--- config.mk ---
export PLATFORM = sky130hd
export DESIGN_NAME = alu_seq
export DESIGN_NICKNAME = d
export VERILOG_FILES = /design/src/rtl/alu_pkg.sv /design/src/rtl/alu_mul_iter.sv /design/src/rtl/alu_seq.sv
export SDC_FILE = /design/constraint.sdc
export NUM_CORES = 1
export LEC_CHECK = 0
export CAP_MARGIN = 10
export CELL_PAD_IN_SITES_DETAIL_PLACEMENT = 1
export CELL_PAD_IN_SITES_GLOBAL_PLACEMENT = 2
export CORE_ASPECT_RATIO = 1.75
export CORE_MARGIN = 1.5
export CORE_UTILIZATION = 28
export CTS_BUF_LIST = sky130_fd_sc_hd__clkbuf_4
export CTS_CLUSTER_SIZE = 10
export DETAILED_ROUTE_END_ITERATION = 8
export GPL_TIMING_DRIVEN = 0
export PLACE_DENSITY_LB_ADDON = 0.1
export SKIP_CTS_REPAIR_TIMING = 1
export SKIP_LAST_GASP = 1
export SYNTH_ARGS = -nofsm -noshare
export SYNTH_HDL_FRONTEND = slang
export SYNTH_HIERARCHICAL = 1
export SYNTH_SLANG_ARGS = --single-unit
export TNS_END_PERCENT = 20
--- constraint.sdc ---
create_clock -name clk -period 3.8 [get_ports clk]
set_input_delay 0.95 -clock clk [delete_from_list [all_inputs] [get_ports clk]]
set_output_delay 0.95 -clock clk [all_outputs]
set_load 0.01 [all_outputs]
--- src/rtl/alu_pkg.sv ---
// Shared encodings for the sequential ALU: opcodes, conditions, shift controls,
// NZCV flag positions, FSM states and the condition evaluator.
package alu_pkg;

    typedef enum logic [3:0] {
        OP_ADD  = 4'b0000,
        OP_SUB  = 4'b0001,
        OP_MUL  = 4'b0010,
        OP_OR   = 4'b0011,
        OP_AND  = 4'b0100,
        OP_XOR  = 4'b0101,
        OP_MOVI = 4'b0110,
        OP_MOV  = 4'b0111,
        OP_CMP  = 4'b1011,
        OP_NOP  = 4'b1111
    } opcode_e;

    typedef enum logic [3:0] {
        COND_AL = 4'b0000,
        COND_EQ = 4'b0001,
        COND_GT = 4'b0010,
        COND_LT = 4'b0011,
        COND_GE = 4'b0100,
        COND_LE = 4'b0101,
        COND_HI = 4'b0110,
        COND_LO = 4'b0111,
        COND_HS = 4'b1000
    } cond_e;

    typedef enum logic [2:0] {
        SH_NONE = 3'b000,
        SH_LSR  = 3'b001,
        SH_LSL  = 3'b010,
        SH_ROR  = 3'b011
    } sh_ctl_e;

    localparam int FLAG_N = 3;
    localparam int FLAG_Z = 2;
    localparam int FLAG_C = 1;
    localparam int FLAG_V = 0;

    typedef enum logic [1:0] {
        ST_IDLE = 2'd0,
        ST_BUSY = 2'd1,
        ST_DONE = 2'd2
    } state_e;

    // Unlisted condition codes behave as AL.
    function automatic logic cond_eval(input logic [3:0] cond, input logic [3:0] nzcv);
        logic n, z, c, v;
        n = nzcv[FLAG_N];
        z = nzcv[FLAG_Z];
        c = nzcv[FLAG_C];
        v = nzcv[FLAG_V];
        case (cond)
            COND_EQ: cond_eval = z;
            COND_GT: cond_eval = !z && (n == v);
            COND_LT: cond_eval = (n != v);
            COND_GE: cond_eval = (n == v);
            COND_LE: cond_eval = z || (n != v);
            COND_HI: cond_eval = c && !z;
            COND_LO: cond_eval = !c;
            COND_HS: cond_eval = c;
            default: cond_eval = 1'b1;
        endcase
    endfunction

endpackage

--- src/rtl/alu_mul_iter.sv ---
// Iterative shift-add multiplier: one multiplier bit per cycle, WIDTH cycles,
// keeps the low WIDTH bits of the product. done pulses for one cycle.
module alu_mul_iter #(
    parameter int WIDTH = 32
) (
    input  logic             clk,
    input  logic             rst_n,
    input  logic             start,
    input  logic [WIDTH-1:0] a,
    input  logic [WIDTH-1:0] b,
    output logic             done,
    output logic [WIDTH-1:0] result
);

    localparam int CNT_W = $clog2(WIDTH + 1);

    logic [WIDTH-1:0] mcand;
    logic [WIDTH-1:0] mplier;
    logic [CNT_W-1:0] count;
    logic             busy;

    // result doubles as the accumulator and holds the product once done.
    always_ff @(posedge clk or negedge rst_n) begin
        if (!rst_n) begin
            result <= '0;
            mcand  <= '0;
            mplier <= '0;
            count  <= '0;
            busy   <= 1'b0;
            done   <= 1'b0;
        end else if (start) begin
            result <= '0;
            mcand  <= a;
            mplier <= b;
            count  <= CNT_W'(WIDTH);
            busy   <= 1'b1;
            done   <= 1'b0;
        end else if (busy) begin
            if (mplier[0])
                result <= result + mcand;
            mcand  <= mcand << 1;
            mplier <= mplier >> 1;
            count  <= count - 1'b1;
            if (count == CNT_W'(1)) begin
                busy <= 1'b0;
                done <= 1'b1;
            end
        end else begin
            done <= 1'b0;
        end
    end

endmodule

--- src/rtl/alu_seq.sv ---
// Registered, valid/ready handshaked ALU with a persistent NZCV register,
// conditional execution and an iterative multiplier; one operation in flight.
module alu_seq #(
    parameter int WIDTH = 32,
    parameter int IMM_W = 16,
    parameter int SH_W  = $clog2(WIDTH)
) (
    input  logic             clk,
    input  logic             rst_n,
    input  logic             in_valid,
    output logic             in_ready,
    input  logic [WIDTH-1:0] in_a,
    input  logic [WIDTH-1:0] in_b,
    input  logic [3:0]       in_opcode,
    input  logic [3:0]       in_cond,
    input  logic             in_s,
    input  logic [2:0]       in_sh_ctl,
    input  logic [SH_W-1:0]  in_sh_amt,
    input  logic [IMM_W-1:0] in_imm,
    output logic             out_valid,
    input  logic             out_ready,
    output logic [WIDTH-1:0] out_result,
    output logic             out_cond_met,
    output logic [3:0]       flags
);

    import alu_pkg::*;

    state_e           state;
    logic             accept, cond_met, mul_start, mul_done, mul_s;
    logic             legal, op_wr, v_add, v_sub, nxt_met;
    logic [WIDTH-1:0] b_sh, b_sub, logic_res, op_result, nxt_result, mul_result;
    logic [WIDTH:0]   sum, diff;
    logic [3:0]       op_flags, nxt_flags;

    assign in_ready  = (state == ST_IDLE) || ((state == ST_DONE) && out_ready);
    assign accept    = in_valid && in_ready;
    assign cond_met  = cond_eval(in_cond, flags);
    assign mul_start = accept && (in_opcode == OP_MUL) && cond_met;

    always_comb begin
        case (in_sh_ctl)
            SH_LSR:  b_sh = in_b >> in_sh_amt;
            SH_LSL:  b_sh = in_b << in_sh_amt;
            SH_ROR:  b_sh = (in_b >> in_sh_amt) | (in_b << (WIDTH - int'(in_sh_amt)));
            default: b_sh = in_b;
        endcase
    end

    // CMP compares against the raw operand, never the shifted one.
    assign b_sub = (in_opcode == OP_CMP) ? in_b : b_sh;
    assign sum   = {1'b0, in_a} + {1'b0, b_sh};
    assign diff  = {1'b0, in_a} - {1'b0, b_sub};
    assign v_add = (in_a[WIDTH-1] == b_sh[WIDTH-1]) && (sum[WIDTH-1] != in_a[WIDTH-1]);
    assign v_sub = (in_a[WIDTH-1] != b_sub[WIDTH-1]) && (diff[WIDTH-1] != in_a[WIDTH-1]);

    always_comb begin
        case (in_opcode)
            OP_OR:   logic_res = in_a | b_sh;
            OP_AND:  logic_res = in_a & b_sh;
            default: logic_res = in_a ^ b_sh;
        endcase
    end

    always_comb begin
        op_result = '0;
        op_flags  = flags;
        op_wr     = 1'b0;
        legal     = 1'b1;
        case (in_opcode)
            OP_ADD: begin
                op_result = sum[WIDTH-1:0];
                op_flags  = {sum[WIDTH-1], ~|sum[WIDTH-1:0], sum[WIDTH], v_add};
                op_wr     = in_s;
            end
            OP_SUB, OP_CMP: begin
                op_result = (in_opcode == OP_CMP) ? '0 : diff[WIDTH-1:0];
                op_flags  = {diff[WIDTH-1], ~|diff[WIDTH-1:0], ~diff[WIDTH], v_sub};
                op_wr     = in_s || (in_opcode == OP_CMP);
            end
            OP_OR, OP_AND, OP_XOR: begin
                op_result = logic_res;
                op_flags  = {logic_res[WIDTH-1], ~|logic_res, flags[FLAG_C], flags[FLAG_V]};
                op_wr     = in_s;
            end
            OP_MUL:  op_result = '0;
            OP_MOVI: op_result = WIDTH'(in_imm);
            OP_MOV:  op_result = in_a;
            default: legal = 1'b0;
        endcase

        nxt_result = '0;
        nxt_met    = 1'b0;
        nxt_flags  = flags;
        if (!legal) begin
            nxt_result = out_result;
            nxt_met    = 1'b1;
        end else if (cond_met) begin
            nxt_result = op_result;
            nxt_met    = 1'b1;
            if (op_wr)
                nxt_flags = op_flags;
        end
    end

    alu_mul_iter #(.WIDTH(WIDTH)) u_mul (
        .clk    (clk),
        .rst_n  (rst_n),
        .start  (mul_start),
        .a      (in_a),
        .b      (b_sh),
        .done   (mul_done),
        .result (mul_result)
    );

    // An accept in DONE already implies out_ready, so IDLE and DONE share it.
    always_ff @(posedge clk or negedge rst_n) begin
        if (!rst_n) begin
            state        <= ST_IDLE;
            out_valid    <= 1'b0;
            out_result   <= '0;
            out_cond_met <= 1'b0;
            flags        <= '0;
            mul_s        <= 1'b0;
        end else begin
            case (state)
                ST_IDLE, ST_DONE: begin
                    if (mul_start) begin
                        state     <= ST_BUSY;
                        out_valid <= 1'b0;
                        mul_s     <= in_s;
                    end else if (accept) begin
                        state        <= ST_DONE;
                        out_valid    <= 1'b1;
                        out_result   <= nxt_result;
                        out_cond_met <= nxt_met;
                        flags        <= nxt_flags;
                    end else if ((state == ST_DONE) && out_ready) begin
                        state     <= ST_IDLE;
                        out_valid <= 1'b0;
                    end
                end
                ST_BUSY: begin
                    if (mul_done) begin
                        state        <= ST_DONE;
                        out_valid    <= 1'b1;
                        out_result   <= mul_result;
                        out_cond_met <= 1'b1;
                        if (mul_s)
                            flags <= {mul_result[WIDTH-1], ~|mul_result,
                                      flags[FLAG_C], flags[FLAG_V]};
                    end
                end
                default: state <= ST_IDLE;
            endcase
        end
    end

endmodule

---- After elaboration in Yosys (flattened, before gate mapping) ----
Cells that the tools add are included.
storage, ports and cells
  flip-flop bits (word level) ............. 145
  bits of input ports ..................... 101
  output and inout bits ................... 39
  word-level logic and storage cells ...... 160
operators by class
  add/subtract/negate cells ............... 5
  equality and inequality tests ........... 38
  shift-type cells ........................ 3
  mux-type cells .......................... 53
  bitwise gates (word level) .............. 8
  reductions and logical operators ........ 40
operators by type and width
  cell                                                                   count
  32-bit 2-to-1 mux                                                      14
  32-bit one-hot mux with 5 select lines                                 1
  32-bit one-hot mux with 2 select lines                                 2
  32-bit OR reduction                                                    4
  32-bit one-hot mux with 3 select lines                                 1
  32-bit bitwise OR                                                      2
  32-bit by 32-bit adder with 33-bit output                              1
  32-bit by 32-bit subtractor with 33-bit output                         1
  32-bit adder                                                           1
  32-bit bitwise AND                                                     1
  4-bit by 3-bit equality test with 1-bit output, second input constant  8
  32-bit by 32-bit left shift with 32-bit output                         1
  32-bit by 5-bit left shift with 32-bit output                          1
  32-bit by 5-bit right shift with 32-bit output                         1
  32-bit XOR                                                             1
  4-bit 2-to-1 mux                                                       7
  9-bit AND reduction                                                    2
  4-bit by 2-bit equality test with 1-bit output, second input constant  4
  1-bit 2-to-1 mux                                                       15
  6-bit 2-to-1 mux                                                       2
  2-bit inequality test, second input constant                           6
  4-bit one-hot mux with 3 select lines                                  1
  9-bit OR reduction                                                     1
  4-bit by 1-bit equality test with 1-bit output, second input constant  2
  33 further kinds                                                       67

---- Logic depth before layout (Yosys ltp) ----
Gate-level depths: netlist of the first run.
  depth in word-level cells ............... 15
  gate-level depth with buffers ........... 30

---- Cells and area by module ----
Netlist of the first run, hierarchy kept.
by module, submodules not included
  module        instances  cells each  area each (µm²)  sequential area each (µm²)
  alu_seq       1          1897        12734.7          1026.0
  alu_mul_iter  1          657         6053.3           2602.5

---- Worst setup path after synthesis of the first run ----
Ideal clock, no wire load.
  kind .................................... in2reg
  from .................................... in in_sh_amt[1]
  to ...................................... reg out_result[30]
  library setup time ...................... 0.137 ns
  data arrival time ....................... 6.983 ns
  data required time ...................... 3.663 ns
  setup slack ............................. -3.320 ns
  stages on the path ...................... 26
  path through ............................ clkbuf_1 inv_2 buf_1 buf_1 ha_1 clkbuf_1 xor2_1 clkbuf_1 mux4_2 nand2_1 nand2_1 o311ai_0 mux2i_1 ha_1 clkbuf_1 nand4_1 o22ai_1 nor2_1 a2111oi_0 o221ai_1 nor2_1 o31a_1 mux2_1 a211o_1 a22oi_1 a21oi_1
between the ends
  word-level cells in the longest chain between the ends .. 13
  elaborated cells between the ends (all ways) .. 20
RTL lines
  element                                         RTL line        RTL
  from (decl)                                     alu_seq.sv:18   input logic [SH_W-1:0] in_sh_amt,
  6-bit by 5-bit subtractor with 7-bit output     alu_seq.sv:45   SH_ROR: b_sh = (in_b >> in_sh_amt) | (in_b << (WIDTH - int'(in_sh_amt)));
  32-bit by 32-bit left shift with 32-bit output  alu_seq.sv:45
  32-bit bitwise OR                               alu_seq.sv:45
  32-bit one-hot mux with 3 select lines (*)      alu_seq.sv:42   case (in_sh_ctl)
  via b_sh[8]                                     alu_seq.sv:32   logic [WIDTH-1:0] b_sh, b_sub, logic_res, op_result, nxt_result, mul_result;
  32-bit 2-to-1 mux                               alu_seq.sv:51   assign b_sub = (in_opcode == OP_CMP) ? in_b : b_sh;
  32-bit by 32-bit subtractor with 33-bit output  alu_seq.sv:53   assign diff = {1'b0, in_a} - {1'b0, b_sub};
  32-bit 2-to-1 mux                               alu_seq.sv:77   op_result = (in_opcode == OP_CMP) ? '0 : diff[WIDTH-1:0];
  32-bit one-hot mux with 5 select lines (*)      alu_seq.sv:70   case (in_opcode)
  32-bit 2-to-1 mux (*)                           alu_seq.sv:98   end else if (cond_met) begin
  32-bit 2-to-1 mux (*)                           alu_seq.sv:95   if (!legal) begin
  32-bit 2-to-1 mux (*)                           alu_seq.sv:132  end else if (accept) begin
  32-bit 2-to-1 mux (*)                           alu_seq.sv:128  if (mul_start) begin
  32-bit one-hot mux with 2 select lines (*)      alu_seq.sv:126  case (state)
  to (signal assigned)                            alu_seq.sv:135  out_result <= nxt_result;
  to (signal assigned)                            alu_seq.sv:147  out_result <= mul_result;
  to (decl)                                       alu_seq.sv:22   output logic [WIDTH-1:0] out_result,
The timed path passes the listed nets; every way through them passes the cells marked *. The select of a mux whose other input is x is not followed.
A chain may end at the register's enable or synchronous reset.

---- Final worst setup path of the first run ----
  from .................................... in in_b[26]
  to ...................................... reg flags[2]
between the ends
  word-level cells in the longest chain between the ends .. 14
  elaborated cells between the ends (all ways) .. 25
RTL lines
  element                                                                                                           RTL line                      RTL
  from (decl)                                                                                                       alu_seq.sv:13                 input logic [WIDTH-1:0] in_b,
  32-bit by 32-bit left shift with 32-bit output or 32-bit by 5-bit right shift with 32-bit output (tied branches)  alu_seq.sv:45, alu_seq.sv:43
  32-bit bitwise OR                                                                                                 alu_seq.sv:45
  32-bit one-hot mux with 3 select lines (*)                                                                        alu_seq.sv:42
  via b_sh[15]                                                                                                      alu_seq.sv:32
  32-bit 2-to-1 mux (tied with other cells)                                                                         alu_seq.sv:51
  32-bit by 32-bit subtractor with 33-bit output or 32-bit one-hot mux with 2 select lines (tied branches)          alu_seq.sv:53, alu_seq.sv:58
  32-bit OR reduction, on equally long branches                                                                     alu_seq.sv:78, alu_seq.sv:83
  1-bit zero test, on equally long branches                                                                         alu_seq.sv:78, alu_seq.sv:83
  4-bit one-hot mux with 3 select lines (*)                                                                         alu_seq.sv:70
  4-bit 2-to-1 mux (*)                                                                                              alu_seq.sv:101                if (op_wr)
  4-bit 2-to-1 mux (*)                                                                                              alu_seq.sv:98
  4-bit 2-to-1 mux (*)                                                                                              alu_seq.sv:95
  4-bit 2-to-1 mux (*)                                                                                              alu_seq.sv:132
  4-bit 2-to-1 mux (*)                                                                                              alu_seq.sv:128
  4-bit one-hot mux with 2 select lines (*)                                                                         alu_seq.sv:126
  to (signal assigned)                                                                                              alu_seq.sv:137                flags <= nxt_flags;
  to (signal assigned)                                                                                              alu_seq.sv:150                flags <= {mul_result[WIDTH-1], ~|mul_result,
  to (decl)                                                                                                         alu_seq.sv:24                 output logic [3:0] flags
Marked as above.

==> results of run 1 <==
[state kept, by name, indices dropped and copies added (netlist names)]
register / count
out_result: 32
out_cond_met: 1
flags: 4
state: 2
u_mul/done: 1
u_mul/mplier: 32
u_mul/busy: 1
out_valid: 1
mul_s: 1
u_mul/result: 32
u_mul/count: 6
u_mul/mcand: 32
[routing by layer]
metal / share of wire / global-route usage / wire [um] / up-vias
met5: 0 / 0 / 0 / -
met2: 0.52 / 0.694 / 68700 / 856
li1: - / - / - / 9988
met3: 0.039 / 0.0553 / 5150 / 537
met1: 0.29 / 0.306 / 38300 / 11200
met4: 0.15 / 0.437 / 19100 / 0
[cell type report]
type                       count  area [sq um]  share of cell area
clock inverter                15           173             0.00668
clock buffer                  17           128             0.00494
sequential                   145          3630               0.140
tap                          889          1110              0.0431
timing repair buffer         280          2650               0.103
antenna                        3          7.51            0.000291
inverter                     108           434              0.0168
multi-input combinational   2124         16700               0.645
buffer                       157          1030              0.0398
[worst paths after layout]
kind	endpoint	start	slack (ns)
max in group asynchronous	u_mul/mcand[26]$_DFFE_PN0P_	rst_n	2.82
worst min-delay path	out_result[13]$_DFFE_PN0P_	rst_n	0.16
min in group clk	mul_s$_DFFE_PN0P_	mul_s$_DFFE_PN0P_	0.54
worst max-delay path	flags[2]$_DFFE_PN0P_	in_b[26]	-2.22
worst min register to register	mul_s$_DFFE_PN0P_	mul_s$_DFFE_PN0P_	0.54
worst max register to register	u_mul/mcand[27]$_DFFE_PN0P_	flags[0]$_DFFE_PN0P_	-1.75
[logic make-up (layout without fill, tap and decap cells)]
logic type | Yosys count | after routing | share of synthesized area
other | 0 | 3 | 0
buffers and inverters | 285 | 577 | 0.0579
AOI/OAI and AO/OA | 918 | 918 | 0.317
DFF | 145 | 145 | 0.193
muxes | 178 | 178 | 0.105
xor gates and xnor gates | 89 | 89 | 0.0415
and+or+nand+nor | 805 | 805 | 0.195
adders and majority gates | 134 | 134 | 0.0904
[cells in the final DEF, fill, tap and decap left out, drive strengths merged, types with 14 or more instances in the layout]
cell and count:
a211oi 40, o21ai 215, a31oi 26, nor2 256, a22oi 27, nand3 23
and2 24, o221ai 21, xnor2 55, o21bai 16, clkdlybuf4s50 98, mux2 21
dlymetal6s2s 23, a21oi 294, a21o 45, nor2b 35, ha 131, inv 115
a221o 33, o211ai 24, nand2 295, nor4 19, nor3 36, dfrtp 145
a222oi 27, o21a 16, xor2 34, buf 202, nand4 27, a221oi 23
nand2b 25, o22ai 14, clkbuf 131, and3 16, mux2i 144
[power breakdown]
group / internal [W] / leakage [nW] / switching, W
clock network: 0.000413 / 0.154 / 0.000794
logic: 0.00339 / 8.67 / 0.00514
registers: 0.00216 / 1.76 / 0.000637
[worst max-delay path, delay by kind of cell]
family / cells / cell delay, ns
AOI/OAI and AO/OA: 9 / 2.13
and+or+nand+nor: 6 / 2.00
buffers and inverters: 3 / 0.79
adders and majority gates: 1 / 0.43
muxes: 1 / 0.31
[through the flow]
step / TNS, ns / cells
2_1_floorplan: -46.05 / 2554
3_3_place_gp: -1018.50 / 3577
3_5_place_dp: -350.93 / 3583
4_1_cts: -281.36 / 3615
5_1_grt: -233.42 / 3736
6_report: -196.54 / 3738
==> impl_metrics.tcl, run 1 <==
set metrics [dict create \
    hold_path.class "in2async" \
    final-hold-violation-count 0 \
    critPathLaunchType "input pin" \
    final_nets 3068 \
    overflow 0 \
    grt_pass1_vias 23600 \
    cts_root_buf "clkbuf_4" \
    grt_usage 0.374 \
    cp_slowest_cell "nor4_1" \
    antenna_left 0 \
    htreeDepth 4 \
    required_ns 4.42 \
    synthDistinctLibCells 90 \
    yosys.area.top_type_share 0.193 \
    synth-main-ff-cell "dfrtp_1" \
    period_needed_ns 6.02 \
    yosysMostFrequentCell "nand2_1" \
    yosysTopAreaCell "dfrtp_1" \
    die_y_um 346 \
    cpPeakStageDelay_ns 0.61 \
    final_cell_area_sq_um 25800 \
    vias_per_cell 6.03 \
    worstPathCellList "dlymetal6s2s_1 -> and2_1 -> a211oi_1 -> a21oi_1 -> mux2i_1 -> nand2_1 -> o211ai_1 -> o211ai_1 -> buf_4 -> inv_1 -> ha_1 -> a221o_1 -> nor4_1 -> nand4_1 -> nor3_4 -> nor4b_4 -> a21oi_1 -> o21ai_2 -> a31oi_1 -> o21ai_2" \
    relSlewSlack 0.136 \
    fin_hold_ws_ns 0.159 \
    slew_violations 0 \
    drc 0 \
    ys_ff_latch 145 \
    power_leakage_nw 10.6 \
    path_clk_slew_ns 0.17 \
    grt_start_max_net_pins 76 \
    drive_above_1_share 0.237 \
    die_area_sq_um 68700 \
    grt_first_pass_wirelength_mm 178 \
    synth_area_sq_um 18800 \
    final_core_util 0.390 \
    cap_viol_max_count 0 \
    cts.sinks 145 \
    tightest_slew_ns 1.30 \
    antenna_found_initial 3 \
    ys_async_sr_fraction 1.00 \
    wl_per_cell_um 35.1 \
    cts_buffers 17 \
    violations "setup timing" \
    cts_tree "done" \
    ios 140 \
    setup_violations 140 \
    dp_slack_ns -6.05 \
    firstDrtPassIters 5 \
    fmax_mhz 166 \
    ir_drop_v 0.000212 \
    status "finished, violations left" \
    yosys-top-cells-area "dfrtp_1 19%, ha_1 8.7%, a21oi_1 7.8%" \
    num-fill-cells 8056 \
    r2r_cells 11 \
    critPathMaxFanout 9 \
    clkLatencyLatePin_ns 0.72 \
    synth.net_count 2789 \
    synth_commonest_cells "295 x nand2_1, 291 x a21oi_1, 256 x nor2_1" \
    timing.final.ws_setup_ns -2.22 \
    worstSetupEndpointType "flop" \
    ys_warn_count 6 \
    placed_area_sq_um 21700 \
    timing.final.crit_share 1.58 \
    crit_type "in2reg" \
    total_power_w 0.0125 \
    num_rows 125 \
    vias 22500 \
    first_iter_violations 1291 \
    coreArea_sq_um 66300 \
    skew_ns 0.0378 \
    synth_edf_count 0 \
    arrival_ns 6.64 \
    wirelength_mm 131 \
    rsz0062_at_grt "yes" \
    port_buffers 134 \
    syn_to_final_growth_pct 37.5 \
    die_x_um 199 \
    dp_hpwl_mm 109 \
    start_util 0.283 \
    clk_path_buf_depth 2 \
    gp_congestion 1.04 \
    p_per_area_nw_per_um2 485 \
    postSynthAreaPerCell_sq_um 7.36 \
    yosysSeqAreaShare 0.193 \
    synth_cells 2554 \
]
Note: power is estimated with default switching activity, not from simulation.
==> inputs of run 2 (changes only) <==
==> constraint.sdc (replaced) <==
create_clock -name clk -period 3.8 [get_ports clk]
set_input_delay 0.95 -clock clk [delete_from_list [all_inputs] [get_ports clk]]
set_output_delay 0.95 -clock clk [all_outputs]
set_load 0.02 [all_outputs]
==> results of run 2 <==
The final DEF is identical to that of run 1. Status: finished, violations left: setup timing.
Main changes from that run: total power 0.0125 W -> 0.0126 W; worst IR drop on VDD 0.000212 V -> 0.000213 V
